--- src/rtl/fabric_cfg_loader_if.sv ---
// Valid/ready word stream interface feeding the fabric configuration loader.
// The master drives words; the loader (slave) signals when it can take one.
interface fabric_cfg_loader_if #(
  parameter int WORD_W = 8
);
  logic              s_valid;
  logic              s_ready;
  logic [WORD_W-1:0] s_data;

  modport master (output s_valid, output s_data, input s_ready);
  modport slave  (input s_valid, input s_data, output s_ready);
endinterface

--- src/rtl/fabric_cfg_loader.sv ---
// Framed configuration loader: SYNC, payload words into a shadow register,
// XOR checksum, then an atomic commit to the active fabric config buses.
module fabric_cfg_loader #(
  parameter int              WORD_W   = 8,
  parameter int              NUM_CLB  = 9,
  parameter int              LUT_BITS = 16,
  parameter int              NUM_CB   = 12,
  parameter int              CB_BITS  = 35,
  parameter int              NUM_SB   = 4,
  parameter int              SB_BITS  = 60,
  parameter int              NUM_IO   = 4,
  parameter int              IO_BITS  = 5,
  parameter logic [WORD_W-1:0] SYNC   = 8'hA5
) (
  input  logic                         clk,
  input  logic                         reset,
  fabric_cfg_loader_if.slave           s_if,
  input  logic                         cfg_clear,
  output logic [NUM_CLB*LUT_BITS-1:0]  lut_cfg,
  output logic [NUM_CLB-1:0]           clb_sel,
  output logic [NUM_CB*CB_BITS-1:0]    cb_cfg,
  output logic [NUM_SB*SB_BITS-1:0]    sb_cfg,
  output logic [NUM_IO*IO_BITS-1:0]    io_cfg,
  output logic                         cfg_valid,
  output logic                         cfg_done,
  output logic                         cfg_err,
  output logic                         busy
);

  localparam int LUT_W  = NUM_CLB*LUT_BITS;
  localparam int CB_W   = NUM_CB*CB_BITS;
  localparam int SB_W   = NUM_SB*SB_BITS;
  localparam int IO_W   = NUM_IO*IO_BITS;
  localparam int CFG_W  = LUT_W + NUM_CLB + CB_W + SB_W + IO_W;
  localparam int NWORDS = (CFG_W + WORD_W - 1) / WORD_W;
  localparam int CNT_W  = $clog2(NWORDS + 1);

  localparam int SEL_OFF = LUT_W;
  localparam int CB_OFF  = SEL_OFF + NUM_CLB;
  localparam int SB_OFF  = CB_OFF + CB_W;
  localparam int IO_OFF  = SB_OFF + SB_W;

  typedef enum logic [1:0] {IDLE, LOAD, CHK} state_t;

  state_t             state_q, state_d;
  logic [CNT_W-1:0]   cnt_q, cnt_d;
  logic [WORD_W-1:0]  xor_q, xor_d;
  logic [CFG_W-1:0]   shadow_q, shadow_d;
  logic [LUT_W-1:0]   lut_q, lut_d;
  logic [NUM_CLB-1:0] sel_q, sel_d;
  logic [CB_W-1:0]    cb_q, cb_d;
  logic [SB_W-1:0]    sb_q, sb_d;
  logic [IO_W-1:0]    io_q, io_d;
  logic               valid_q, valid_d;
  logic               done_q, done_d;
  logic               err_q, err_d;
  logic               xfer;

  assign s_if.s_ready = !reset && !cfg_clear;
  assign xfer         = s_if.s_valid && s_if.s_ready;

  always_comb begin
    state_d  = state_q;
    cnt_d    = cnt_q;
    xor_d    = xor_q;
    shadow_d = shadow_q;
    lut_d    = lut_q;
    sel_d    = sel_q;
    cb_d     = cb_q;
    sb_d     = sb_q;
    io_d     = io_q;
    valid_d  = valid_q;
    done_d   = 1'b0;
    err_d    = 1'b0;

    if (cfg_clear) begin
      state_d = IDLE;
    end else if (xfer) begin
      unique case (state_q)
        IDLE: begin
          if (s_if.s_data == SYNC) begin
            state_d = LOAD;
            cnt_d   = '0;
            xor_d   = '0;
          end
        end
        LOAD: begin
          // Payload bits that land above CFG_W have no shadow slot; they only feed the checksum.
          for (int b = 0; b < CFG_W; b++) begin
            if (b / WORD_W == int'(cnt_q)) shadow_d[b] = s_if.s_data[b % WORD_W];
          end
          xor_d = xor_q ^ s_if.s_data;
          cnt_d = cnt_q + 1'b1;
          if (cnt_q == CNT_W'(NWORDS - 1)) state_d = CHK;
        end
        CHK: begin
          if (s_if.s_data == xor_q) begin
            lut_d   = shadow_q[0 +: LUT_W];
            sel_d   = shadow_q[SEL_OFF +: NUM_CLB];
            cb_d    = shadow_q[CB_OFF +: CB_W];
            sb_d    = shadow_q[SB_OFF +: SB_W];
            io_d    = shadow_q[IO_OFF +: IO_W];
            valid_d = 1'b1;
            done_d  = 1'b1;
          end else begin
            err_d = 1'b1;
          end
          state_d = IDLE;
        end
        default: state_d = IDLE;
      endcase
    end
  end

  always_ff @(posedge clk) begin
    if (reset) begin
      state_q  <= IDLE;
      cnt_q    <= '0;
      xor_q    <= '0;
      shadow_q <= '0;
      lut_q    <= '0;
      sel_q    <= '0;
      cb_q     <= '0;
      sb_q     <= '0;
      io_q     <= '0;
      valid_q  <= 1'b0;
      done_q   <= 1'b0;
      err_q    <= 1'b0;
    end else begin
      state_q  <= state_d;
      cnt_q    <= cnt_d;
      xor_q    <= xor_d;
      shadow_q <= shadow_d;
      lut_q    <= lut_d;
      sel_q    <= sel_d;
      cb_q     <= cb_d;
      sb_q     <= sb_d;
      io_q     <= io_d;
      valid_q  <= valid_d;
      done_q   <= done_d;
      err_q    <= err_d;
    end
  end

  assign lut_cfg   = lut_q;
  assign clb_sel   = sel_q;
  assign cb_cfg    = cb_q;
  assign sb_cfg    = sb_q;
  assign io_cfg    = io_q;
  assign cfg_valid = valid_q;
  assign cfg_done  = done_q;
  assign cfg_err   = err_q;
  assign busy      = (state_q != IDLE);

endmodule

--- src/flat_wrapper.sv ---
// flat-port wrapper written by rule: the top's interface ports become plain ports
module fabric_cfg_loader_flat 
#(
  parameter int              WORD_W   = 8,
  parameter int              NUM_CLB  = 9,
  parameter int              LUT_BITS = 16,
  parameter int              NUM_CB   = 12,
  parameter int              CB_BITS  = 35,
  parameter int              NUM_SB   = 4,
  parameter int              SB_BITS  = 60,
  parameter int              NUM_IO   = 4,
  parameter int              IO_BITS  = 5,
  parameter logic [WORD_W-1:0] SYNC   = 8'hA5
)
  (clk, reset, cfg_clear, lut_cfg, clb_sel, cb_cfg, sb_cfg, io_cfg, cfg_valid, cfg_done, cfg_err, busy, s_if_s_valid, s_if_s_data, s_if_s_ready);
  fabric_cfg_loader_if #(.WORD_W(WORD_W)) s_if_i ();
  input  logic clk;
  input  logic reset;
  input  logic cfg_clear;
  output logic [NUM_CLB*LUT_BITS-1:0] lut_cfg;
  output logic [NUM_CLB-1:0] clb_sel;
  output logic [NUM_CB*CB_BITS-1:0] cb_cfg;
  output logic [NUM_SB*SB_BITS-1:0] sb_cfg;
  output logic [NUM_IO*IO_BITS-1:0] io_cfg;
  output logic cfg_valid;
  output logic cfg_done;
  output logic cfg_err;
  output logic busy;
  input wire logic [$bits(s_if_i.s_valid)-1:0] s_if_s_valid;
  input wire logic [$bits(s_if_i.s_data)-1:0] s_if_s_data;
  output wire logic [$bits(s_if_i.s_ready)-1:0] s_if_s_ready;
  assign s_if_i.s_valid = s_if_s_valid;
  assign s_if_i.s_data = s_if_s_data;
  assign s_if_s_ready = s_if_i.s_ready;
  fabric_cfg_loader #(.WORD_W(WORD_W), .NUM_CLB(NUM_CLB), .LUT_BITS(LUT_BITS), .NUM_CB(NUM_CB), .CB_BITS(CB_BITS), .NUM_SB(NUM_SB), .SB_BITS(SB_BITS), .NUM_IO(NUM_IO), .IO_BITS(IO_BITS), .SYNC(SYNC)) u_core (.clk(clk), .reset(reset), .s_if(s_if_i), .cfg_clear(cfg_clear), .lut_cfg(lut_cfg), .clb_sel(clb_sel), .cb_cfg(cb_cfg), .sb_cfg(sb_cfg), .io_cfg(io_cfg), .cfg_valid(cfg_valid), .cfg_done(cfg_done), .cfg_err(cfg_err), .busy(busy));
endmodule
--- config.mk ---
export PLATFORM = sky130hd
export DESIGN_NAME = fabric_cfg_loader_flat
export DESIGN_NICKNAME = d
export VERILOG_FILES = /design/src/rtl/fabric_cfg_loader_if.sv /design/src/rtl/fabric_cfg_loader.sv /design/src/flat_wrapper.sv
export SDC_FILE = /design/constraint.sdc
export NUM_CORES = 2
export LEC_CHECK = 0
export BUFFER_PORTS_ARGS = -buffer_cell sky130_fd_sc_hd__clkbuf_2
export CAP_MARGIN = 5
export CORE_UTILIZATION = 41
export CTS_CLUSTER_SIZE = 16
export DETAILED_ROUTE_END_ITERATION = 10
export GPL_TIMING_DRIVEN = 1
export PLACE_DENSITY = 0.63
export SYNTH_ARGS = -nofsm -noshare
export SYNTH_HDL_FRONTEND = slang
export SYNTH_SLANG_ARGS = --single-unit
--- constraint.sdc ---
create_clock -name clk -period 3.1 [get_ports clk]
set_clock_uncertainty 0.05 [all_clocks]
set_input_delay 0.155 -clock clk [delete_from_list [all_inputs] [get_ports clk]]
set_output_delay 0.155 -clock clk [all_outputs]
set_load 0.01 [all_outputs]
==> metrics <==
Final min period=2.998 ns; Worst R2R Start=u_core.cnt_q[0]; Syn Std Cell Area=69,050 um^2; Pre-antenna DRT Iters=5; WP data arrival=3.69 ns; VDD IR max=0.6127 mV; Final Hold Viols=0; Achievable Freq=333.5 MHz; CTS clk-pin slew, worst paths=0.07 ns; run status=completed; Power Density=542.8 nW/um^2; worst endpoint required time=3.79 ns; DP Wirelength=128,100 um; crit-path max FO=37; number of global-route vias before repair=45,070; initial DRC count=3,310; Final Instance Count excl. Fillers=9,675; Seq/Total Area, Yosys=48.88%; DRT Wirelength=199,400 um; Clk Latency, worst-skew pair=0.83 ns; largest net degree at the start of global routing=311; syn nets=6,644; Worst path depth=10; number of synthesized flops with an enable pin=0; residual DRC count=0; fraction of registers with async set/reset=0%; num rows=150; Placed Cells=9,346; die area=170,100 um^2; Slowest-stage cell, CP=dlygate4sd3_1; deepest clock path buffer count=3; Register-to-Register Path Depth=5; slowest stage delay, CP=0.62 ns; CTS tree=built; number of routed nets with antenna violations=0; WP buf/inv=6; #FFs+latches synth=1,686; Hold WC Path Type=input pin to register; first-pass GRT wire length=289,800 um; Area Overhead vs Synth=18.24%; total congestion overflow=0; Total Routing Usage GR=22.62%; Sink Count=1,686; DR WL/cell=20.61 um; CTS H-tree lvls=4; CP startpoint kind=input pin; CP Cell Sequence=dlygate4sd3_1 -> clkbuf_2 -> or3b_2 -> dlygate4sd3_1 -> or3_1 -> nor3_4 -> buf_4 -> buf_12 -> buf_16 -> mux2i_1; nets=7,350; gpl congestion=0.8232; Slew @ Worst Pin=1.091 ns; Core ar.=167,200 um^2; Synth Instances=6,628; Main synth FF type=dfxtp_1; CTS Buf Count=178; Tcrit/Tclk final=96.71%; Reg2Reg Setup Slack=0.41 ns; Setup TNS=0 ns; critical path type=input pin to register; Yosys warnings=0; Critical Path Source=s_if_s_valid; max-cap viol count=0; port bufs=849; layout cells sized above 1=18.68%; IO Pins=850; Unique masters post-synth=45; DR vias/cell=4.905; die span in x=412.4 um; root buffer cell=clkbuf_16; RSZ-0062 raised after global routing=no; initial antenna violation count=7; end of the worst register-to-register path=u_core.shadow_q[799]; height of the die=412.4 um; starting density of the core=41.29%; crit-path leading delay family=buffers and inverters; mean cell area of the mapped netlist=10.42 um^2; Max Slew Vio Count=0; Lkg Pwr=0.03092 uW; setup violators final=0; max_slew headroom=27.30%; worst setup path end=u_core.cb_cfg[259]; total vias in the final route=47,460; critical path's most frequent cell=dlygate4sd3_1; Worst setup EP type=register
[layer usage]
layer  up-vias  global-route usage (%)  routed length (um)  share of wire, %
li1      23190                       -                   -                 -
met1     22910                   30.28               91300                46
met2      1083                   36.33               92250                46
met3       274                   3.990                9383               4.7
met4         6                   8.212                6432               3.2
met5         -                       0                  41             0.021
[power breakdown]
part	internal, uW	switching [uW]	total [uW]
logic	420	799	1220
registers	21700	0.0513	21700
clock network	12300	9090	21400
[tightest hold or removal path: stages]
cell     delay (ns)
buf_4          0.18
buf_12         0.30
mux2i_1        0.21
nor2_1         0.05
[placed cells by master, fill, tap and decap left out, types with 4 or more instances in the layout]
master / netlist / layout
dlygate4sd3_1: 0 / 12
nand2b_1: 1670 / 1667
ha_1: 4 / 4
nand3b_1: 12 / 12
a311oi_1: 8 / 8
nor3b_1: 6 / 4
clkbuf_16: 0 / 179
nor3_1: 6 / 4
or3_1: 9 / 8
dfxtp_1: 1686 / 1686
inv_16: 0 / 5
clkbuf_2: 0 / 840
nand4_1: 37 / 37
and3_1: 4 / 4
nand3_1: 5 / 5
nor2b_1: 4 / 4
buf_4: 68 / 165
clkbuf_8: 0 / 44
or4_1: 4 / 4
nor4_4: 65 / 65
nor2_1: 841 / 841
clkinv_4: 0 / 4
a21oi_1: 15 / 15
mux2i_1: 1666 / 1666
clkinv_2: 0 / 18
o21ai_0: 7 / 7
clkbuf_1: 362 / 47
bufinv_16: 0 / 7
buf_12: 0 / 37
and3b_1: 9 / 9
xnor2_1: 8 / 8
[synthesized netlist by cell type (3+ instances only)]
master / number / share of area [%]
dfxtp_1: 1686 / 49
nand2b_1: 1670 / 15
mux2i_1: 1666 / 24
nor2_1: 841 / 4.6
clkbuf_1: 362 / 2.0
buf_4: 68 / 0.74
nor4_4: 65 / 2.0
buf_1: 50 / 0.27
nand4_1: 37 / 0.34
buf_2: 28 / 0.20
buf_6: 23 / 0.38
a21oi_1: 15 / 0.11
nand3b_1: 12 / 0.13
and3b_1: 9 / 0.11
or3_1: 9 / 0.082
a311oi_1: 8 / 0.10
xnor2_1: 8 / 0.10
o21ai_0: 7 / 0.051
nor3_1: 6 / 0.043
nor3b_1: 6 / 0.065
nand3_1: 5 / 0.036
and3_1: 4 / 0.036
ha_1: 4 / 0.072
nor2b_1: 4 / 0.036
or3b_1: 4 / 0.051
or4_1: 4 / 0.043
inv_1: 3 / 0.016
nand2_1: 3 / 0.016
nor4_2: 3 / 0.054
[registers in the layout, indices dropped and copies added, names as in the netlist]
register	count
u_core.cb_cfg	420
u_core.cfg_done	1
u_core.cfg_err	1
u_core.cfg_valid	1
u_core.clb_sel	9
u_core.cnt_q	7
u_core.io_cfg	20
u_core.lut_cfg	144
u_core.sb_cfg	240
u_core.shadow_q	833
u_core.state_q	2
u_core.xor_q	8
[kinds of logic (layout without fill, tap and decap cells)]
family | count (synthesis) | after routing | synth area share (%)
AO/OA/AOI/OAI | 39 | 39 | 0.3642
XOR/XNOR | 8 | 8 | 0.1015
adder cells (fa/ha/maj) | 4 | 4 | 0.07249
buffers and inverters | 534 | 1375 | 3.573
flip-flops | 1686 | 1686 | 48.88
multiplexers | 1666 | 1666 | 24.15
other | 0 | 2 | 0
AND/OR/NAND/NOR | 2691 | 2691 | 22.86
[cell type report]
| type | count | area, um^2 |
|---|---|---|
| diodes | 2 | 5.005 |
| clock buffers | 270 | 5261 |
| clock inverters | 45 | 614.3 |
| fillers | 15370 | 85580 |
| inverters | 3 | 11.26 |
| multi-input cells | 4408 | 32870 |
| flip-flops and latches | 1686 | 33750 |
| well taps | 2204 | 2758 |
| repair buffers | 1057 | 6370 |
[metrics by stage]
stage / utilization, % / setup WS [ns] / hold WS, ns / total power, uW / instance area, um^2
2_1_floorplan: - / 0.6359 / 0.1822 / 23000 / 69050
3_3_place_gp: 45.22 / 0.3523 / 0.4045 / 23350 / 75620
3_5_place_dp: 45.22 / 0.3557 / 0.4103 / 23360 / 75620
4_1_cts: 48.81 / 0.05138 / 0.005223 / 44840 / 81620
5_1_grt: 48.82 / 0.04023 / 0.06585 / 45760 / 81640
6_report: 48.82 / 0.1019 / 0.08042 / 44320 / 81640
[what timing repair did]
| action | CTS | global route |
|---|---|---|
| resized for setup | 0 | 3 |
| endpoints found under the hold margin | 227 | 0 |
| hold buffers | 12 | 0 |
| endpoints found under the setup margin | 0 | 422 |
| buffers inserted | 0 | 0 |
[how the worst min path moves through the flow]
stage,end,cells after the start,startpoint,slack (ns)
global placement,u_core.sb_cfg[143],2,u_core.shadow_q[716],0.40
floorplan,u_core.state_q[1],1,cfg_clear,0.18
detailed placement,u_core.sb_cfg[176],2,u_core.sb_cfg[176],0.41
finish,u_core.shadow_q[408],4,s_if_s_data[0],0.08
global route,u_core.xor_q[0],4,s_if_s_data[0],0.07
CTS,u_core.xor_q[0],4,s_if_s_data[0],0.005
(Power assumes the default switching activity.)
